$ cat src/rtl/riscv_pkg.sv
// ============================================================================
// Module : riscv_pkg
// Brief  : Shared RV32I load/store encodings and LSU state type.
// Rev    : 1.0
// ============================================================================
`default_nettype none

package riscv_pkg;

  localparam logic [2:0] F3_B  = 3'b000;
  localparam logic [2:0] F3_H  = 3'b001;
  localparam logic [2:0] F3_W  = 3'b010;
  localparam logic [2:0] F3_BU = 3'b100;
  localparam logic [2:0] F3_HU = 3'b101;

  typedef enum logic [1:0] {
    IDLE = 2'd0,
    REQ  = 2'd1,
    WAIT = 2'd2,
    DONE = 2'd3
  } lsu_state_t;

endpackage

`default_nettype wire

$ cat src/rtl/lsu_load_extend.sv
// ============================================================================
// Module : load_extend
// Brief  : Selects the addressed byte/half lane of a read word and extends it.
// Rev    : 1.0
// ============================================================================
`default_nettype none

module load_extend
  import riscv_pkg::*;
(
  input  logic [31:0] rdata,
  input  logic [1:0]  addr,
  input  logic [2:0]  funct3,
  output logic [31:0] result
);

  logic [7:0]  w_byte;
  logic [15:0] w_half;

  always_comb begin
    w_byte = 8'h00;
    case (addr)
      2'd0: w_byte = rdata[7:0];
      2'd1: w_byte = rdata[15:8];
      2'd2: w_byte = rdata[23:16];
      2'd3: w_byte = rdata[31:24];
      default: w_byte = 8'h00;
    endcase
    w_half = addr[1] ? rdata[31:16] : rdata[15:0];
  end

  // Unknown encodings fall through to a full-word pass-through.
  always_comb begin
    result = rdata;
    case (funct3)
      F3_B:    result = {{24{w_byte[7]}}, w_byte};
      F3_BU:   result = {24'h000000, w_byte};
      F3_H:    result = {{16{w_half[15]}}, w_half};
      F3_HU:   result = {16'h0000, w_half};
      default: result = rdata;
    endcase
  end

endmodule

`default_nettype wire

$ cat src/rtl/lsu.sv
// ============================================================================
// Module : lsu
// Brief  : M-stage load/store unit driving a req/gnt/rvalid data bus.
// Rev    : 1.0
// ============================================================================
`default_nettype none

module lsu
  import riscv_pkg::*;
#(
  parameter int TIMEOUT_CYCLES = 64,
  parameter int XLEN           = 32
) (
  input  logic            clk,
  input  logic            reset,
  input  logic            MemReadM,
  input  logic            MemWriteM,
  input  logic [2:0]      Funct3M,
  input  logic [XLEN-1:0] ALUResultM,
  input  logic [XLEN-1:0] WriteDataM,
  output logic [XLEN-1:0] ReadDataM,
  output logic            StallM,
  output logic            MisalignM,
  output logic            BusErrM,
  output logic            bus_req,
  output logic            bus_we,
  output logic [XLEN-1:0] bus_addr,
  output logic [3:0]      bus_be,
  output logic [XLEN-1:0] bus_wdata,
  input  logic            bus_gnt,
  input  logic            bus_rvalid,
  input  logic [XLEN-1:0] bus_rdata
);

  localparam int CNT_W = $clog2(TIMEOUT_CYCLES + 2);
  localparam logic [CNT_W-1:0] c_TIMEOUT = CNT_W'(TIMEOUT_CYCLES);

  lsu_state_t       r_state;
  logic [CNT_W-1:0] r_cnt;

  logic            w_access, w_isByte, w_isHalf, w_isWord;
  logic            w_misalign, w_op, w_isStore, w_timeout;
  logic [CNT_W-1:0] w_cntNext;
  logic [3:0]      w_be;
  logic [XLEN-1:0] w_wdata, w_ext;

  assign w_access   = MemReadM | MemWriteM;
  assign w_isByte   = (Funct3M[1:0] == 2'b00);
  assign w_isHalf   = (Funct3M[1:0] == 2'b01);
  assign w_isWord   = Funct3M[1];
  assign w_misalign = (w_isHalf & ALUResultM[0]) | (w_isWord & (|ALUResultM[1:0]));
  assign w_op       = w_access & ~w_misalign;
  assign w_isStore  = MemWriteM & ~MemReadM;

  assign MisalignM  = w_access & w_misalign;
  // Gated by reset so an abandoned access releases the pipeline at once.
  assign StallM     = w_op & (r_state != DONE) & ~reset;

  assign w_cntNext  = r_cnt + 1'b1;
  assign w_timeout  = (TIMEOUT_CYCLES != 0) && (w_cntNext == c_TIMEOUT);

  always_comb begin
    w_be    = 4'b1111;
    w_wdata = WriteDataM;
    if (w_isStore) begin
      if (w_isByte) begin
        w_be    = 4'b0001 << ALUResultM[1:0];
        w_wdata = {4{WriteDataM[7:0]}};
      end else if (w_isHalf) begin
        w_be    = 4'b0011 << {ALUResultM[1], 1'b0};
        w_wdata = {2{WriteDataM[15:0]}};
      end
    end
  end

  load_extend u_ext (
    .rdata  (bus_rdata),
    .addr   (ALUResultM[1:0]),
    .funct3 (Funct3M),
    .result (w_ext)
  );

  always_ff @(posedge clk or posedge reset) begin
    if (reset) begin
      r_state   <= IDLE;
      r_cnt     <= '0;
      ReadDataM <= '0;
      BusErrM   <= 1'b0;
      bus_req   <= 1'b0;
      bus_we    <= 1'b0;
      bus_addr  <= '0;
      bus_be    <= 4'b0000;
      bus_wdata <= '0;
    end else begin
      BusErrM <= 1'b0;
      case (r_state)
        IDLE: begin
          r_cnt <= '0;
          if (w_op) begin
            bus_req   <= 1'b1;
            bus_we    <= w_isStore;
            bus_addr  <= {ALUResultM[XLEN-1:2], 2'b00};
            bus_be    <= w_be;
            bus_wdata <= w_wdata;
            r_state   <= REQ;
          end else if (MisalignM) begin
            ReadDataM <= '0;
          end
        end
        REQ: begin
          // rvalid is not looked at here; data arrives only after the grant.
          if (bus_gnt) begin
            bus_req <= 1'b0;
            r_cnt   <= '0;
            r_state <= bus_we ? DONE : WAIT;
          end else if (w_timeout) begin
            bus_req   <= 1'b0;
            ReadDataM <= '0;
            BusErrM   <= 1'b1;
            r_cnt     <= '0;
            r_state   <= DONE;
          end else begin
            r_cnt <= w_cntNext;
          end
        end
        WAIT: begin
          if (bus_rvalid) begin
            ReadDataM <= w_ext;
            r_cnt     <= '0;
            r_state   <= DONE;
          end else if (w_timeout) begin
            ReadDataM <= '0;
            BusErrM   <= 1'b1;
            r_cnt     <= '0;
            r_state   <= DONE;
          end else begin
            r_cnt <= w_cntNext;
          end
        end
        DONE: begin
          r_cnt   <= '0;
          r_state <= IDLE;
        end
        default: r_state <= IDLE;
      endcase
    end
  end

endmodule

`default_nettype wire

$ cat config.mk
export PLATFORM = sky130hd
export DESIGN_NAME = lsu
export DESIGN_NICKNAME = d
export VERILOG_FILES = /design/src/rtl/riscv_pkg.sv /design/src/rtl/lsu_load_extend.sv /design/src/rtl/lsu.sv
export SDC_FILE = /design/constraint.sdc
export NUM_CORES = 1
export LEC_CHECK = 0
export ABC_AREA = 1
export CAP_MARGIN = 30
export CORE_AREA = 2 2 116 118
export CTS_CLUSTER_DIAMETER = 80
export DETAILED_ROUTE_END_ITERATION = 6
export DIE_AREA = 0 0 118 120
export HOLD_SLACK_MARGIN = 0.15
export PLACE_DENSITY_LB_ADDON = 0.25
export SLEW_MARGIN = 20
export SYNTH_ARGS = -nofsm -noshare
export SYNTH_HDL_FRONTEND = slang
export SYNTH_SLANG_ARGS = --single-unit
$ cat constraint.sdc
create_clock -name clk -period 5.05 [get_ports clk]
set_clock_uncertainty 0.15 [all_clocks]
set_input_delay 0.7575 -clock clk [delete_from_list [all_inputs] [get_ports clk]]
set_output_delay 0.7575 -clock clk [all_outputs]
set_load 0.01 [all_outputs]
==> impl_results.md <==
* YS warnings at 0
* RD Place Congestion at 0.9025
* Share of the synthesized area in the top cell type at 48.36%
* Final worst setup slack at 1.027 ns
* Clk Tree Root Cell: clkbuf_16
* Largest net degree at the start of global routing at 69
* Post-DP Area at 7858 um2
* CTS sink cnt at 110
* Hold Crit Depth at 2
* DP Cell Count at 1,109
* Distinct cells, synth at 36
* Share of flip-flops with an asynchronous set or reset at 100.0%
* Commonest cells in the netlist: nand2_1 (326), dfrtp_1 (110), inv_1 (51)
* Final setup vio count at 0
* Post-route ant nets at 0
* Pre-antenna DRT Iters at 4
* # diodes at 0
* Fin cells at 1,125
* Top cells by area, synth: dfrtp_1 (48%), nand2_1 (21%), o21ai_0 (4.1%), o211ai_1 (3.4%), inv_1 (3.4%)
* Layout cell share with drive strength beyond 1 at 4.636%
* Crit path max-delay family: buffers and inverters
* Leakage at 3.982 nW
* Layout Nets at 1,056
* Crit Path Max Fanout at 28
* HP Start: bus_addr[31]
* Worst Setup Start Kind: input pin
* Standard-cell row count at 42
* DP HPWL at 11,830 um
* Main synth FF type: dfrtp_1
* Clk buf depth at 2
* Relative slew slack at 53.10%
* First-pass GRT wire length at 26,690 um
* Vias per inst at 4.921
* Max Fclk at 0.2486 GHz
* Vias in the first global route at 5,377
* Status: complete, no violations
* Initial antenna violation count at 0
* Setup slack, reg-to-reg at 2.37 ns
* Number of synthesized register bits at 110
* Fin area at 8225 um2
* CTS resizes at 0
* CP max stage cell: clkdlybuf4s50_1
* Die area at 14,160 um2
* Fin Setup TNS at 0 ns
* Core footprint at 12,980 um2
* Hold endpoint: bus_addr[31]
* Aggregate global routing overflow at 0
* Cells after Synth at 756
* Final Max Tran Viols at 0
* Hold Crit Class: flip-flop to flip-flop
* R2R Path End: ReadDataM[1]
* Via count at 5,536
* Drt total wl at 16,290 um
* Area leader, netlist: dfrtp_1
* Peak VDD IR at 0.2710 mV
* P&R area growth vs syn at 44.52%
* H-Tree Depth at 3
* Min Tclk post-route at 4.023 ns
* Place WS at 1.034 ns
* Initial core utilization at 43.85%
* Post-CTS Setup Inserts at 0
* Initial DRC Count at 406
* Worst Path Required at 4.14 ns
* Seq/Total Area, Yosys at 48.36%
* DRC errors left at 0
* Worst R2R Start: r_state[1]
* Crit path largest cell delay at 0.73 ns
* Worst-Margin Slew at 0.7035 ns
* R2r worst-path depth at 9
* Final hold vios at 0
* Port Buffers at 207
* Worst-Skew Late Latency at 0.35 ns
* Critical Path Sink Type: primary output
* Fill count at 1,147
* CP cell instances: clkdlybuf4s50_1 > inv_4 > nand2_2 > nand2_2 > o21ai_2 > nor3_1 > clkdlybuf4s50_1
* Synthesized area at 5692 um2
* Post-synth EDFFs at 0
* Max Cap Viol at 0
* RSZ-0062 raised after global routing: no
* Crit path DAT at 3.12 ns
* Period utilisation layout at 79.66%
* Pwr dens at 478.3 nW/um2
* CTS tree: built
* Die Height at 120 um
* TritonCTS Buffers at 9
* # IOs at 210
* Cts hold-fix bufs at 0
* Count leader, synth: nand2_1
* Post-Syn Area per Cell at 7.529 um2
* Global Route Usage Sum at 23.36%
* Worst-path clk slew at 0.07 ns
* Worst path bufs/invs at 3
* Wire length per cell at 14.48 um
* Die Wd at 118 um
* Setup Crit Path Kind: input pin to primary output
cells in the final DEF, fill, tap and decap left out, drive strengths merged:
cell and instances:
xnor2 1, nor3 5, o211ai 26, ha 7
a32oi 1, nand4 1, a2bb2oi 3, nand2 330
conb 2, nor4 2, o31ai 3, bufinv 3
nand3 30, nor2 51, dfrtp 110, buf 5
a31oi 1, o21ai 55, clkinv 4, a21oi 33
inv 57, o22ai 1, a21boi 1, clkdlybuf4s50 207
clkbuf 9, o2111ai 1
power breakdown:
| part | total [mW] | switching (mW) | internal (mW) | leakage (nW) |
|---|---|---|---|---|
| Clock | 0.853 | 0.355 | 0.498 | 0.177 |
| Combinational | 1.69 | 0.868 | 0.822 | 2.39 |
| Sequential | 1.39 | 0.199 | 1.19 | 1.41 |
through the flow:
step	hold slack, ns	power (mW)	utilization, %
after global placement	0.3031	3.068	60.38
final	0.3203	3.934	63.37
after detailed placement	0.3076	3.095	60.54
after global routing	0.3459	4.208	63.37
after CTS	0.3265	3.970	63.37
after floorplan	0.3064	2.217	-
worst max path at each step:
| stage | startpoint | slack (ns) | cells after the start | to |
|---|---|---|---|---|
| 2_1_floorplan | reset | 1.24 | 1 | BusErrM |
| 3_3_place_gp | Funct3M[1] | 1.06 | 7 | StallM |
| 3_5_place_dp | Funct3M[1] | 1.03 | 7 | StallM |
| 4_1_cts | Funct3M[1] | 1.01 | 7 | StallM |
| 5_1_grt | Funct3M[1] | 0.85 | 7 | StallM |
| 6_report | Funct3M[1] | 1.03 | 7 | StallM |
cells by family after synthesis:
group	after synthesis	share of synthesized area [%]
and+or+nand+nor	419	29.54
AOI/OAI and AO/OA	125	13.01
DFF	110	48.36
buffers and inverters	93	7.320
adders and majority gates	7	1.539
xor gates and xnor gates	1	0.1539
other	1	0.06589
layer usage:
metal	track usage, %	up-vias	wire, um
met2	38.48	195	7678
met3	5.561	17	1172
met1	31.00	2544	7245
li1	-	2780	-
met4	6.401	0	197
met5	0	-	0
registers in the layout, summed over array words and instances (netlist names):
name / count
bus_wdata: 32
bus_addr: 30
BusErrM: 1
bus_we: 1
bus_req: 1
bus_be: 4
r_cnt: 7
r_state: 2
ReadDataM: 32
worst register-to-register path: cells and delay by family (launching register included):
family | cells | cell delay, ns
AO/OA/AOI/OAI | 1 | 0.19
AND/OR/NAND/NOR | 5 | 1.30
flip-flops | 1 | 0.44
adder cells (fa/ha/maj) | 1 | 0.35
buffers and inverters | 2 | 0.18
final cells by class:
cell class | count | area (um2) | area share, %
repair buffers | 212 | 2135 | 25.95
flip-flops and latches | 110 | 2753 | 33.47
well taps | 176 | 220.2 | 2.677
clock buffers | 9 | 225.2 | 2.738
clock inverters | 7 | 142.6 | 1.734
multi-input cells | 554 | 2531 | 30.77
inverters | 57 | 219.0 | 2.662
(Power assumes the default switching activity.)
==> patch 1: new RTL, config.mk and constraints unchanged <==
Make the reset (`reset`) synchronous in one clocked block.
--- a/src/rtl/lsu.sv
+++ b/src/rtl/lsu.sv
@@ -80,7 +80,7 @@
     .result (w_ext)
   );
 
-  always_ff @(posedge clk or posedge reset) begin
+  always_ff @(posedge clk) begin
     if (reset) begin
       r_state   <= IDLE;
       r_cnt     <= '0;
Check against the original RTL: differs if reset is asserted again (counterexample within 4 cycles, from zero or initial values and one cycle with reset high); with reset held inactive, the same outputs for 4 cycles.
==> patch 1 against the original RTL <==
Synthesized area is 7.0% lower. Sequential cell count stayed put. Non-clock buffer count rose by 1. Cell area shrank 6.5%. Count of clock-buffer cells in the layout rose by 3. Critical path depth unchanged. Setup slack gained 320 ps. Routed wire length is 1.7% lower. Final cell count fell by 3.4%. Register-to-register slack lost 40 ps. Highest routed layer unchanged.
Power is not compared: it rests on default switching activity, and its combinational part moved more than twofold at a synthesized area within 25%.
==> patch 1: results <==
status:
  status: "finished, final reports clean"
worst_setup_path:
  worstPathMaxFanout: 19
  r2r-start: "r_state[0]$_SDFFE_PP0P_"
  max_stage_delay_ps: 640
  arrival_ps: 2800
global_routing:
  grtUsageTotal_pct: 22.6
  grt_max_degree: 76
  grt_pass1_wl_mm: 25.8
  grt_pass1_vias: 5242
routing:
  num_vias: 5525
  drt_iter0_markers: 451
  finalWirelength_mm: 16.0
  dr.pass1.iters: 7
place:
  gp_congestion: 0.908
  hpwl_mm: 11.6
cells_and_area:
  seq_share_pct: 28.6
  drive_above_1_share_pct: 8.78
  fin_nets: 1018
  clock_buffer_count: 12
  multi_input_comb_area_sq_um: 2670
  reg_top3: "ReadDataM x32, bus_wdata x32, bus_addr x30"
  clk_share_pct: 3.73
  inv_count: 48
  fillCellCount: 1220
  multi_input_gates: 524
  nonClockBufferCount: 213
  buf_share_pct: 27.6
yosys:
  synth.top_cells.by_count: "206 x nand2_1, 110 x dfxtp_1, 87 x a21oi_1, 51 x o21ai_0, 43 x inv_1"
  synth_xor_area_share_pct: 0.165
  synth_compound_area_share_pct: 19.9
  yosys.area_share.adder_pct: 1.65
  yosys-top-cells-area: "dfxtp_1 42%, nand2_1 15%, a21oi_1 8.2%, o21ai_0 4.8%, inv_1 3.0%"
  async_flop_share_pct: 0
  synthDistinctLibCells: 42
  ys_seq_area_share_pct: 41.6
  synth-main-ff-cell: "dfxtp_1"
timing:
  worst_slew_pin_slew_ps: 883
min_path:
  min_from: "ReadDataM[2]$_SDFFE_PP0P_"
  hold_path.class: "flop to flop"
cts:
  post-cts-setup-buffers: 0
  clock-sinks: 110
  clockBufferDepth: 2
  clk_pin_slew_ps: 70
power_and_ir_drop:
  finalPower_mw: 2.22
patch 1: routing by layer:
metal  GRT usage, %  vias to the layer above  part of all wire (%)  routed length [um]
met5              0                        -                     0                   0
met4           10.2                        0                   3.1                 493
met3           7.75                       32                   9.5                1530
met2           35.9                      226                    45                7260
met1           27.6                     2490                    42                6740
li1               -                     2777                     -                   -
patch 1: worst paths after layout:
| path | end | slack (ps) | depth (start not counted) |
|---|---|---|---|
| worst max-delay path | StallM | 1340 | 7 |
| worst min-delay path | ReadDataM[2]$_SDFFE_PP0P_ | 310 | 2 |
| worst max register to register | ReadDataM[16]$_SDFFE_PP0P_ | 2330 | 10 |
| worst min register to register | ReadDataM[2]$_SDFFE_PP0P_ | 310 | 2 |
patch 1: per-stage QoR:
stage | instances | instance area, sq um | utilization, %
after CTS | 1087 | 7690 | 59.2
after floorplan | 728 | 5300 | -
after global placement | 1071 | 7400 | 57.0
final | 1087 | 7690 | 59.2
after global routing | 1087 | 7690 | 59.2
after detailed placement | 1071 | 7400 | 57.0
==> patch 2: new RTL, same flow settings <==
Without the edit above. Change the parameter `TIMEOUT_CYCLES` from 64 to 32.
--- a/src/rtl/lsu.sv
+++ b/src/rtl/lsu.sv
@@ -8,7 +8,7 @@
 module lsu
   import riscv_pkg::*;
 #(
-  parameter int TIMEOUT_CYCLES = 64,
+  parameter int TIMEOUT_CYCLES = 32,
   parameter int XLEN           = 32
 ) (
   input  logic            clk,
Formal check against the unedited RTL: no difference found for any inputs over 4 cycles, from zero or initial values and one cycle with reset high; that may be too few to reach the edited logic, so the function may still have changed.
==> patch 2 against the original RTL <==
Combinational power is 10% lower. Die area stayed put. Setup slack better by 86 ps. Sequential cell count is 1 lower. Highest routed layer unchanged. Power is 10% lower. Routed wire length is 4.1% lower. Critical path type unchanged. Cell area is 4.2% lower. Register-to-register slack better by 110 ps. Count of clock-buffer cells in the layout is 3 higher. Synthesized area is 4.9% lower. Largest cell class unchanged. Synthesized cell count is 6.9% lower.
==> patch 2: results <==
worst_setup_path:
  r2r_end: "bus_be[3]$_DFFE_PP0P_"
  ff2ff_path_depth: 5
  arrival_ps: 3030
  worstPathMaxFanout: 20
  r2r_setup_slack_ps: 2480
  crit_end: "StallM"
  max_stage_delay_ps: 770
  r2r-start: "r_state[0]$_DFFE_PP0P_"
yosys:
  synth_warnings: 0
  syn_area_per_cell_sq_um: 7.68
  ys_seq_area_share_pct: 50.4
  yosys-top-cells-area: "dfrtp_1 50%, nand2_1 23%, inv_1 3.5%, nand3_1 3.0%, o211ai_1 2.4%"
  synthDistinctLibCells: 31
  synth.top_cells.by_count: "326 x nand2_1, 109 x dfrtp_1, 50 x inv_1, 32 x nand3_1, 29 x nor2_1"
power_and_ir_drop:
  seqPwrFrac_pct: 37.6
  powerClk_mw: 0.690
  ir_worst_vdd_v: 0.000304
  finalPower_mw: 3.53
  switching_share_pct: 35.4
  p_leak_nw: 3.86
cells_and_area:
  regArea_sq_um: 2730
  fillCellCount: 1206
  drive_above_1_share_pct: 5.65
  fin_nets: 1009
global_routing:
  grt_pass1_wl_mm: 25.2
  antenna_found_initial: 0
  grt_max_degree: 65
  grtUsageTotal_pct: 22.6
  grt_pass1_vias: 4988
timing:
  worst_slew_pin_slew_ps: 841
  hold_slack_ps: 324
  finalCriticalPeriod_ps: 3940
cts:
  clockBufferDepth: 2
  htree_levels: 3
  clock-root-buffer: "clkbuf_16"
  numCtsBuffers: 9
  post-cts-setup-buffers: 0
routing:
  wl_per_cell_um: 14.5
  num_vias: 5094
  viasPerCell: 4.73
  drt_iter0_markers: 272
place:
  place_area_sq_um: 7590
  hpwl_mm: 11.7
  gp_congestion: 0.905
  port_buffers: 207
  dpl.cell_count: 1062
min_path:
  min_from: "ReadDataM[31]$_DFFE_PP0P_"
  worst_hold_path.endpoint: "ReadDataM[31]$_DFFE_PP0P_"
status:
  status: "finished, final reports clean"
-- patch 2: cells by family (layout without fill, tap and decap cells) --
group / count (synthesis) / in the layout / synth area share (%)
simple gates: 409 / 409 / 30.9
flops: 109 / 109 / 50.4
buf+inv: 91 / 288 / 7.47
compound gates: 86 / 86 / 9.34
fa+ha+maj: 7 / 7 / 1.62
other cells: 1 / 2 / 0.0693
xor+xnor: 1 / 1 / 0.162
-- patch 2: per-layer routing --
layer  share of wire (%)  track usage [%]
met5                   0                0
met2                  47             36.9
met1                  43             28.5
met4                 2.3             9.04
met3                 7.4             6.23
-- patch 2: area by class of cell --
| type | count | area share (%) |
|---|---|---|
| Sequential cell | 109 | 34.6 |
| Multi-Input combinational cell | 505 | 29.0 |
| Timing Repair Buffer | 211 | 27.0 |
| Clock buffer | 12 | 3.26 |
| Inverter | 61 | 2.94 |
| Tap cell | 176 | 2.79 |
| Clock inverter | 4 | 0.397 |
